--- src/rtl/async_fifo_pkg.sv ---
// async_fifo_pkg: shared constants and types for the async FIFO read-side drain path.
package async_fifo_pkg;
    localparam int DATA_W_DEF = 8;
    localparam int RD_LAT     = 1;
    typedef enum logic [1:0] {
        OCC_EMPTY = 2'd0,
        OCC_ONE   = 2'd1,
        OCC_FULL  = 2'd2
    } occ_t;
endpackage

--- src/rtl/stream_skid_buf.sv ---
// stream_skid_buf: 2-entry registered output buffer with write/pop/flush and occupancy.
module stream_skid_buf
    import async_fifo_pkg::*;
#(
    parameter int W = DATA_W_DEF
) (
    input  logic         clk,
    input  logic         rst_n,
    input  logic         flush,
    input  logic         wr,
    input  logic [W-1:0] wr_data,
    input  logic         pop,
    output logic         valid,
    output logic [W-1:0] rd_data,
    output logic [1:0]   occ
);
    occ_t         occ_q, occ_d;
    logic         head_q, head_d;
    logic [W-1:0] mem_q [2];
    logic [W-1:0] mem_d [2];
    logic         tail;
    logic         pop_ok;
    logic         wr_ok;

    // tail = head + occ (mod 2); at FULL it equals head, the slot a same-cycle pop frees
    always_comb begin
        pop_ok = pop && occ_q != OCC_EMPTY;
        wr_ok  = wr && !flush;
        tail   = head_q ^ occ_q[0];
        mem_d  = mem_q;
        if (wr_ok) mem_d[tail] = wr_data;
        head_d = flush ? 1'b0 : head_q ^ pop_ok;
        occ_d  = flush            ? OCC_EMPTY
               : (wr_ok && !pop_ok) ? (occ_q == OCC_EMPTY ? OCC_ONE : OCC_FULL)
               : (!wr_ok && pop_ok) ? (occ_q == OCC_FULL ? OCC_ONE : OCC_EMPTY)
               : occ_q;
    end

    always_ff @(posedge clk or negedge rst_n) begin
        if (!rst_n) begin
            occ_q    <= OCC_EMPTY;
            head_q   <= 1'b0;
            mem_q[0] <= '0;
            mem_q[1] <= '0;
        end else begin
            occ_q  <= occ_d;
            head_q <= head_d;
            mem_q  <= mem_d;
        end
    end

    assign valid   = occ_q != OCC_EMPTY;
    assign rd_data = mem_q[head_q];
    assign occ     = occ_q;

    no_overflow: assert property (@(posedge clk) disable iff (!rst_n)
        !(wr_ok && !pop_ok && occ_q == OCC_FULL));
endmodule

--- src/rtl/fifo_rd_stream.sv ---
// fifo_rd_stream: drains the async FIFO read port into a framed valid/ready stream.
// Credit-based pops keep the 2-entry buffer from overflowing while sustaining one word per cycle.
module fifo_rd_stream
    import async_fifo_pkg::*;
#(
    parameter int Data_Width = DATA_W_DEF,
    parameter int PKT_LEN    = 16,
    parameter int CNT_W      = 16
) (
    input  logic                  rd_clk,
    input  logic                  rd_rstn,
    input  logic                  fifo_empty,
    output logic                  fifo_rd_en,
    input  logic [Data_Width-1:0] fifo_data,
    input  logic                  flush,
    output logic                  m_valid,
    input  logic                  m_ready,
    output logic [Data_Width-1:0] m_data,
    output logic                  m_last,
    output logic [CNT_W-1:0]      pkt_count
);
    localparam logic [15:0] LAST_BEAT = 16'(PKT_LEN - 1);

    logic             inflight_q, inflight_d;
    logic [15:0]      beat_q, beat_d;
    logic [CNT_W-1:0] pkt_q, pkt_d;
    logic [1:0]       occ;
    logic             pop_out;
    logic             wr;

    assign pop_out   = m_valid && m_ready;
    assign wr        = inflight_q && !flush;
    assign m_last    = m_valid && beat_q == LAST_BEAT;
    assign pkt_count = pkt_q;

    // Words already committed (buffered + in flight) minus the one leaving this cycle must stay below 2
    always_comb begin
        fifo_rd_en = rd_rstn && !fifo_empty && !flush &&
                     ({1'b0, occ} + {2'b00, inflight_q} < 3'd2 + {2'b00, pop_out});
        inflight_d = fifo_rd_en;
        beat_d     = (flush || (pop_out && m_last)) ? 16'd0 : beat_q + 16'(pop_out);
        pkt_d      = pkt_q + CNT_W'(pop_out && m_last);
    end

    always_ff @(posedge rd_clk or negedge rd_rstn) begin
        if (!rd_rstn) begin
            inflight_q <= 1'b0;
            beat_q     <= 16'd0;
            pkt_q      <= '0;
        end else begin
            inflight_q <= inflight_d;
            beat_q     <= beat_d;
            pkt_q      <= pkt_d;
        end
    end

    stream_skid_buf #(.W(Data_Width)) u_buf (
        .clk     (rd_clk),
        .rst_n   (rd_rstn),
        .flush   (flush),
        .wr      (wr),
        .wr_data (fifo_data),
        .pop     (pop_out),
        .valid   (m_valid),
        .rd_data (m_data),
        .occ     (occ)
    );
endmodule
--- config.mk ---
export PLATFORM = sky130hd
export DESIGN_NAME = fifo_rd_stream
export DESIGN_NICKNAME = d
export VERILOG_FILES = /design/src/rtl/async_fifo_pkg.sv /design/src/rtl/stream_skid_buf.sv /design/src/rtl/fifo_rd_stream.sv
export SDC_FILE = /design/constraint.sdc
export NUM_CORES = 1
export LEC_CHECK = 0
export ABC_AREA = 0
export BUFFER_PORTS_ARGS = -buffer_cell sky130_fd_sc_hd__buf_2
export CAP_MARGIN = 5
export CORE_MARGIN = 2
export CORE_UTILIZATION = 30
export CTS_CLUSTER_SIZE = 40
export DETAILED_ROUTE_END_ITERATION = 6
export PLACE_DENSITY_LB_ADDON = 0.1
export SYNTH_ARGS = -nofsm -noshare
export SYNTH_HDL_FRONTEND = slang
export SYNTH_SLANG_ARGS = --single-unit
--- constraint.sdc ---
create_clock -name rd_clk -period 2.3 [get_ports rd_clk]
set_input_delay 0.23 -clock rd_clk [delete_from_list [all_inputs] [get_ports rd_clk]]
set_output_delay 0.23 -clock rd_clk [all_outputs]
set_load 0.02 [all_outputs]
== Yosys cells after proc, flatten, opt, wreduce, memory -nomap -nowiden ==
Index checks and enable logic that the tools add are counted.
Word-level totals
  register bits after elaboration: 52
  output and inout port bits: 27
  logic and storage cells: 54
Cells by class
  $add $sub $neg: 4
  $lt $le $gt $ge: 4
  eq/ne operators: 2
  mux-type cells: 13
  bitwise operators: 4
  reduce and logical (&&, ||, !) cells: 20
Operators by type and width (number)
  $add A16 B1 Y16: 2
  $mux W8: 4
  $bwmux W16: 1
  $eq A16 B4 Y1 const B: 1
  $mux W16: 1
  $logic_and A1 B1 Y1: 12
  $demux W8 S1: 1
  $mux W2: 4
  $ge A2 B2 Y1 const B: 2
  $logic_not A1 Y1: 4
  $not A1 Y2: 2
  $add A2 B1 Y3: 1
  $add A2 B1 Y3 const A: 1
  $lt A3 B3 Y1: 1
  $reduce_bool A3 Y1: 1
  $eq A2 B2 Y1 const B: 1
  $logic_not A2 Y1: 1
  $lt A2 B1 Y1 const B: 1
  $mux W1: 2
  $reduce_bool A2 Y1: 1
  $xor A1 B1 Y1: 2
  $logic_or A1 B1 Y1: 1

== Depth between registers and ports, before layout ==
Gate-level depths: netlist of the first run.
  word-level depth: 8
  depth in mapped cells: 9

== Hierarchy ==
Synthesis of the first run repeated with hierarchy kept, for this count alone.
Unflattened totals
  cell total of the unflattened synthesis: 217
  area total of the unflattened synthesis: 2571.2 µm²
Modules (own cells, without submodules)
  fifo_rd_stream: times used 1, cells an instance 155, area an instance 1639.1 µm², seq. area each 825.8 µm²
  stream_skid_buf: times used 1, cells an instance 62, area an instance 932.1 µm², seq. area each 475.5 µm²

== Worst setup path before layout of the first run ==
Ideal clock, no wire load.
  path kind: register to register
  start: register beat_q[4]
  end: register pkt_q[15], in the netlist pkt_count[15]
  arrival time: 2.016 ns
  required time: 2.221 ns
  path slack: 0.205 ns
  stages on the path, launching flop included: 10
  buffers on the path: 1
  period minus slack after synthesis: 2.095 ns
  cells stage by stage: dfrtp_1 > nor4_1 > nand4_1 > nor2_1 > ha_1 > nand3_2 > or2_1 > buf_6 > nor4_4 > xor2_1
On the way
  longest elaborated chain between the ends: 4
RTL lines
  start, declared: RTL line fifo_rd_stream.sv:25  | logic [15:0] beat_q, beat_d;
  start signal, assigned: RTL line fifo_rd_stream.sv:52  | beat_q <= beat_d;
  $eq A16 B4 Y1: RTL line fifo_rd_stream.sv:33  | assign m_last = m_valid && beat_q == LAST_BEAT;
  $logic_and A1 B1 Y1: RTL line fifo_rd_stream.sv:33
  $logic_and A1 B1 Y1: RTL line fifo_rd_stream.sv:42  | pkt_d = pkt_q + CNT_W'(pop_out && m_last);
  $add A16 B1 Y16: RTL line fifo_rd_stream.sv:42
  net pkt_d[15]: RTL line fifo_rd_stream.sv:26  | logic [CNT_W-1:0] pkt_q, pkt_d;
  end signal, assigned: RTL line fifo_rd_stream.sv:53  | pkt_q <= pkt_d;
  end, declared: RTL line fifo_rd_stream.sv:26
The timed path passes the listed nets, and every way through them passes these cells.
A chain may end at the register's enable or synchronous reset.

== Worst setup path after layout of the first run ==
  start: register beat_q[8]
  end: register pkt_q[15], in the netlist pkt_count[15]
The elaborated chain is that of the path after synthesis.

==> summary.txt, run 1 <==
die height = 94.9 um
Peak VDD IR = 0.206 mV
Seq/Total Area, Yosys = 52.5%
metal2 WL = 2.35 mm
Clk pwr share = 29.0%
largest net degree at the start of global routing = 53
Leak = 0.00145 uW
Placed Cells = 363
IO buf count = 39
Final setup viols = 0
# rows = 33
cts hold-fix bufs = 0
highest metal used = met4
design area = 3020 um2
Flop pwr share = 55.3%
Metal-1 WL = 2.49 mm
WP data arrival = 2.36 ns
Post-Syn Nets = 230
Vias = 1698
global route overflow = 0
CP required = 2.53 ns
GRT Util Overall = 12.4%
GP Congestion = 0.729
CP Buf/Inv Count = 0
max-slew violations = 0
RSZ-0062 raised after global routing = no
P_int = 1350 uW
Clock Skews = 0.00513 ns
die area = 9010 um2
fraction of layout cells with a size suffix above 1 = 37.4%
Crit. End Element = flop
CP top delay family = simple AND/OR/NAND/NOR gates
antenna cells = 0
CTS Sinks = 52
async set-reset flop share out of synthesis = 100%
final worst-path cycle share = 92.5%
Max Cap Violations = 0
Avg WL per Cell = 13.7 um
Placeable Area = 8090 um2
Post-Place Cell Area = 2870 um2
WHS = 0.137 ns
sw frac = 27.3%
Min-Delay Path Class = in2async
YS warnings = 0
metal3 WL = 226 um
top_reg_cell synth = dfrtp_1
first-pass GRT wire length = 8.52 mm
vias in the first global route = 1714
Area Growth Syn to Fin = 21.7%
Worst-Margin Slew = 0.684 ns
Post-synth EDFFs = 0
Final ANT Viol Nets = 0
CP Max Fanout = 5
TritonRoute pass-1 iters = 4
Starting Density = 30.6%
CTS H-tree depth = 2
Root Buffer = clkbuf_8
Final Hold Fails = 0
cts bufs inserted = 5
initial DRC count = 53
Setup TNS = 0 ns
critical path class = reg2reg
CTS clk-pin slew, worst paths = 0.10 ns
antenna violations before repair = 1
status = complete, no violations
clock buffer depth = 2
Clk Latency, worst-skew pair = 0.31 ns
P_sw = 509 uW
relative slew slack = 54.4%
fin nets = 288
fmax = 470 MHz
via density per instance = 4.53
power share of the combinational group = 15.7%
width of the die = 94.9 um
mean cell area of the mapped netlist = 11.7 um2
overall power = 1860 uW
post-detail-place hpwl = 3.68 mm
CP cell instances = nor4_2, nand4_1, nor2_2, ha_2, nand3_2, or2_4, nor4_4, xor2_1
residual DRC count = 0
pwr dens = 617 nW/um2
I/O pin count = 40
Worst path max stage delay = 0.44 ns
Critical Path Start Type = flop
slowest CP cell = dfrtp_1
Yosys cell types = 31
non-filler cells, final = 375
Seq cells post-synth = 52
WL final = 5.13 mm
crit path time final = 2.13 ns
fill count = 839
CTS tree = done
Mapped Cells = 211
synthesized area = 2480 um2
cell usage in the layout, fill, tap and decap left out, types with 5 or more instances in the layout:
| cell | Yosys | layout |
|---|---|---|
| buf_2 | 0 | 39 |
| buf_4 | 0 | 15 |
| clkbuf_8 | 0 | 5 |
| dfrtp_1 | 52 | 52 |
| ha_1 | 6 | 5 |
| inv_1 | 8 | 8 |
| mux2_2 | 24 | 24 |
| nand2_1 | 11 | 11 |
| nand3_1 | 8 | 8 |
| nand4_1 | 7 | 7 |
| nor2_1 | 28 | 26 |
| nor3_1 | 5 | 5 |
| nor4_1 | 8 | 6 |
| xnor2_1 | 18 | 18 |
| xor2_1 | 12 | 12 |
worst reg2reg max path, stage by stage, from the launching register on:
cell and delay (ns):
dfrtp_1 0.44, nor4_2 0.29, nand4_1 0.16, nor2_2 0.14, ha_2 0.20, nand3_2 0.10, or2_4 0.30, nor4_4 0.26
xor2_1 0.17
synth_stat cells, types with 2 or more instances:
cell type  count  share of area, %
dfrtp_1       52                52
nor2_1        28               4.2
mux2_2        24                11
xnor2_1       18               6.4
xor2_1        12               4.2
nand2_1       11               1.7
inv_1          8               1.2
nand3_1        8               1.6
nor4_1         8               2.0
nand4_1        7               1.8
ha_1           6               3.0
nor3_1         5               1.0
buf_6          3               1.4
o21ai_0        3              0.61
nand3_2        2              0.81
metrics by stage:
stage / worst slack, ns / util, %
detailed placement: 0.00303 / 35.5
finish: 0.174 / 37.3
CTS: 0.0400 / 36.6
global route: 0.00794 / 37.3
global placement: 0.118 / 35.5
floorplan: 0.205 / -
worst paths after layout:
check	start	to	slack, ns	depth (start not counted)
worst min-delay path	rd_rstn	pkt_count[13]	0.14	2
max in group asynchronous	rd_rstn	u_buf.head_q	1.69	2
worst min register to register	pkt_count[15]	pkt_count[15]	0.48	1
worst max-delay path	beat_q[8]	pkt_count[15]	0.17	8
worst max register to register	beat_q[8]	pkt_count[15]	0.17	8
min in group rd_clk	fifo_data[5]	u_buf.mem_q[5]	0.16	2
repair_timing:
item	CTS	global route
setup buffers	0	4
pin swaps	0	4
setup endpoints to repair	1	8
resized for setup	1	6
layout make-up:
cell class | instances | area, um2 | share of cell area, %
clock buffer | 6 | 72.6 | 2.41
inverter | 8 | 30.0 | 0.995
clock inverter | 2 | 16.3 | 0.539
timing repair buffer | 55 | 328 | 10.9
sequential | 52 | 1300 | 43.1
tap | 105 | 131 | 4.36
multi-input combinational | 147 | 1140 | 37.7
flip-flops by register name, summed over array words and instances, names as in the netlist:
signal,count
beat_q,16
inflight_q,1
u_buf.mem_q,16
pkt_count,16
u_buf.head_q,1
u_buf.occ,2
logic make-up after synthesis:
| family | count (synthesis) | share of synthesized area (%) |
|---|---|---|
| AOI/OAI and AO/OA | 7 | 1.97 |
| adders and majority gates | 6 | 3.03 |
| muxes | 24 | 10.9 |
| DFF | 52 | 52.5 |
| and+or+nand+nor | 79 | 17.6 |
| buffers and inverters | 12 | 2.73 |
| xor gates and xnor gates | 31 | 11.3 |
power by group through the flow:
stage	sequential (uW)	combinational, uW	clock, uW
after floorplan	1040	203	0
after global placement	1050	298	0
after detailed placement	1050	300	0
after CTS	1030	301	571
after global routing	1040	326	604
final	1030	293	541
routing by layer:
layer / global-route usage (%) / vias up
li1: - / 837
met5: 0 / -
met3: 2.87 / 7
met4: 3.99 / 0
met2: 19.7 / 32
met1: 16.8 / 822
No activity file was read; power rests on OpenSTA's default activity.
==> inputs of run 2 (changes only) <==
Settings changed: CAP_MARGIN 5 to 20, SYNTH_HIERARCHICAL set to 1.
==> summary.txt, run 2 <==
status = complete, no violations
die area = 9330 um2
gr busiest metal = met2
worst r2r path cells = 10
Leak = 0.00148 uW
async set-reset flop share out of synthesis = 100%
RR Endpoint = pkt_count[10]
global route overflow = 0
I/O pin count = 40
Clock Skews = 0.0125 ns
Placed Cells = 377
largest net degree at the start of global routing = 53
IO buf count = 39
synth cell count leaders = dfrtp_1, xnor2_1, mux2_2, nand2_1, nor2_1
most frequent cells in the layout = dfrtp_1, buf_2, xnor2_1, buf_4, mux2_2
Post-Synth Adder-Cell Area = 2.92%
met3 global-route usage = 2.33%
Crit. End Element = output port
Area Growth Syn to Fin = 23.9%
YS warnings = 6
CTS H-tree depth = 2
pwr dens = 609 nW/um2
Final Hold Fails = 0
top cell type's share of synthesized area = 50.6%
post-detail-place hpwl = 3.85 mm
design area = 3190 um2
relative slew slack = 55.4%
fmax = 453 MHz
Setup TNS = 0 ns
via density per instance = 4.61
GR met2 Demand/Resource = 19.9%
Post-synth EDFFs = 0
count leader, synth = dfrtp_1
post-synthesis mux area share = 11.7%
Starting Density = 31.1%
Clk Latency, worst-skew pair = 0.31 ns
CTS Sinks = 52
crit path launch = beat_q[9]
initial DRC count = 59
fraction of layout cells with a size suffix above 1 = 42.1%
first-pass GRT wire length = 9.23 mm
Post-Place Cell Area = 3000 um2
Yosys cell types = 34
Placeable Area = 8260 um2
Critical Path Start Type = flop
TritonRoute pass-1 iters = 4
Seq/Total Area, Yosys = 50.6%
Synth Area in Compound Gates = 2.68%
overall power = 1940 uW
cts hold-fix bufs = 0
Worst-Margin Slew = 0.670 ns
CP required = 2.07 ns
antenna violations before repair = 0
Vias = 1776
cts bufs inserted = 5
Seq cells post-synth = 52
# rows = 33
Min-Delay Path Class = in2async
GR Util met1 = 18.1%
crit path time final = 2.21 ns
CTS tree = done
max-slew violations = 0
RSZ-0062 raised after global routing = yes
top_reg_cell synth = dfrtp_1
WHS = 0.107 ns
clock buffer depth = 2
cell accounting for the most synthesized area = dfrtp_1
residual DRC count = 0
Worst R2R Start = beat_q[9]
Setup crit end = m_last
WL final = 5.48 mm
non-filler cells, final = 385
Final ANT Viol Nets = 0
leading post-synthesis cells by cell area = dfrtp_1, xnor2_1, mux2_2, mux2_4, ha_1
xor-xnor portion of the synthesized cell area = 10.5%
die height = 96.6 um
width of the die = 96.6 um
synthesized area = 2570 um2
fin nets = 299
mean cell area of the mapped netlist = 11.8 um2
Post-Synth Simple-Gate Area = 18.3%
Max Cap Violations = 0
GRT Util Overall = 12.8%
Peak VDD IR = 0.374 mV
critical path class = reg2out
main combinational cell family by area after synthesis = simple AND/OR/NAND/NOR gates
CTS clk-pin slew, worst paths = 0.10 ns
Avg WL per Cell = 14.2 um
vias in the first global route = 1869
final worst-path cycle share = 96.0%
Root Buffer = clkbuf_8
Final setup viols = 0
r2r setup slk = 0.13 ns
Mapped Cells = 217
GP Congestion = 0.767
WP data arrival = 1.98 ns
antenna cells = 0
most common cell after layout, fill and taps aside = dfrtp_1
CP Max Fanout = 3
Post-Syn Nets = 236
==> run 2: changes by cell type in the layout (fill, tap and decap cells not counted), sizes merged, moves of 2 or more <==
cell and change:
xor2 -3, inv +2, xnor2 +2, nor4 -2
a21oi +2, bufinv +2, nor2 -4, nand2 +3
nor4b +2, nor2b +2, buf +4
==> run 2: kinds of logic (layout without fill, tap and decap cells) <==
group / after synthesis / count (layout)
buf+inv: 13 / 76
mux: 24 / 24
xor+xnor: 30 / 30
compound gates: 9 / 9
flops: 52 / 52
fa+ha+maj: 6 / 6
simple gates: 83 / 83
==> run 2: per-stage QoR <==
| step | utilization (%) | setup WS, ns |
|---|---|---|
| global route | 38.6 | -0.0166 |
| global placement | 36.4 | 0.0524 |
| finish | 38.6 | 0.0931 |
| CTS | 38.0 | 0.000847 |
| detailed placement | 36.4 | -0.000728 |
| floorplan | - | 0.0531 |
==> run 2: worst min path at each step <==
stage | start | endpoint | slack (ns) | depth (start not counted)
6_report | rd_rstn | u_buf/mem_q[14] | 0.11 | 2
5_1_grt | fifo_data[5] | u_buf/mem_q[5] | 0.15 | 2
4_1_cts | rd_rstn | u_buf/mem_q[14] | 0.15 | 2
3_5_place_dp | pkt_count[15] | pkt_count[15] | 0.47 | 1
3_3_place_gp | fifo_data[5] | u_buf/mem_q[5] | 0.47 | 2
2_1_floorplan | rd_rstn | beat_q[0] | -0.07 | 0
==> run 2: worst max-delay path, cell delays in order, from the launching register on <==
cell and delay (ns):
dfrtp_1 0.42, nor4b_2 0.33, nand4_2 0.14, buf_4 0.18, nor4_1 0.35, buf_2 0.25
==> run 2: timing repair <==
action / CTS / global route
resized for setup: 1 / 7
pin swaps: 0 / 7
setup endpoints to repair: 2 / 8
setup buffers: 0 / 1
endpoints found under the hold margin: 0 / 0
cloned: 0 / 0
==> run 2: where the power goes <==
| part | internal, uW | switching (uW) | leakage, uW | total (uW) |
|---|---|---|---|---|
| Sequential | 956 | 18.3 | 0.000709 | 974 |
| Combinational | 102 | 118 | 0.000710 | 220 |
| Clock | 429 | 316 | 0.0000642 | 744 |
==> run 2: cell type report <==
class                           count  area [um2]
Clock buffer                        5        68.8
Clock inverter                      2        60.1
Fill cell                         820        5070
Inverter                           10        37.5
Multi-Input combinational cell    152        1240
Sequential cell                    52        1300
Tap cell                          105         131
Timing Repair Buffer               59         345
==> run 2: metal layers <==
layer  share of wire (%)  wire (um)
met5                   0          0
met3                 5.2        286
met2                  45       2460
met4                 1.5         82
met1                  48       2660
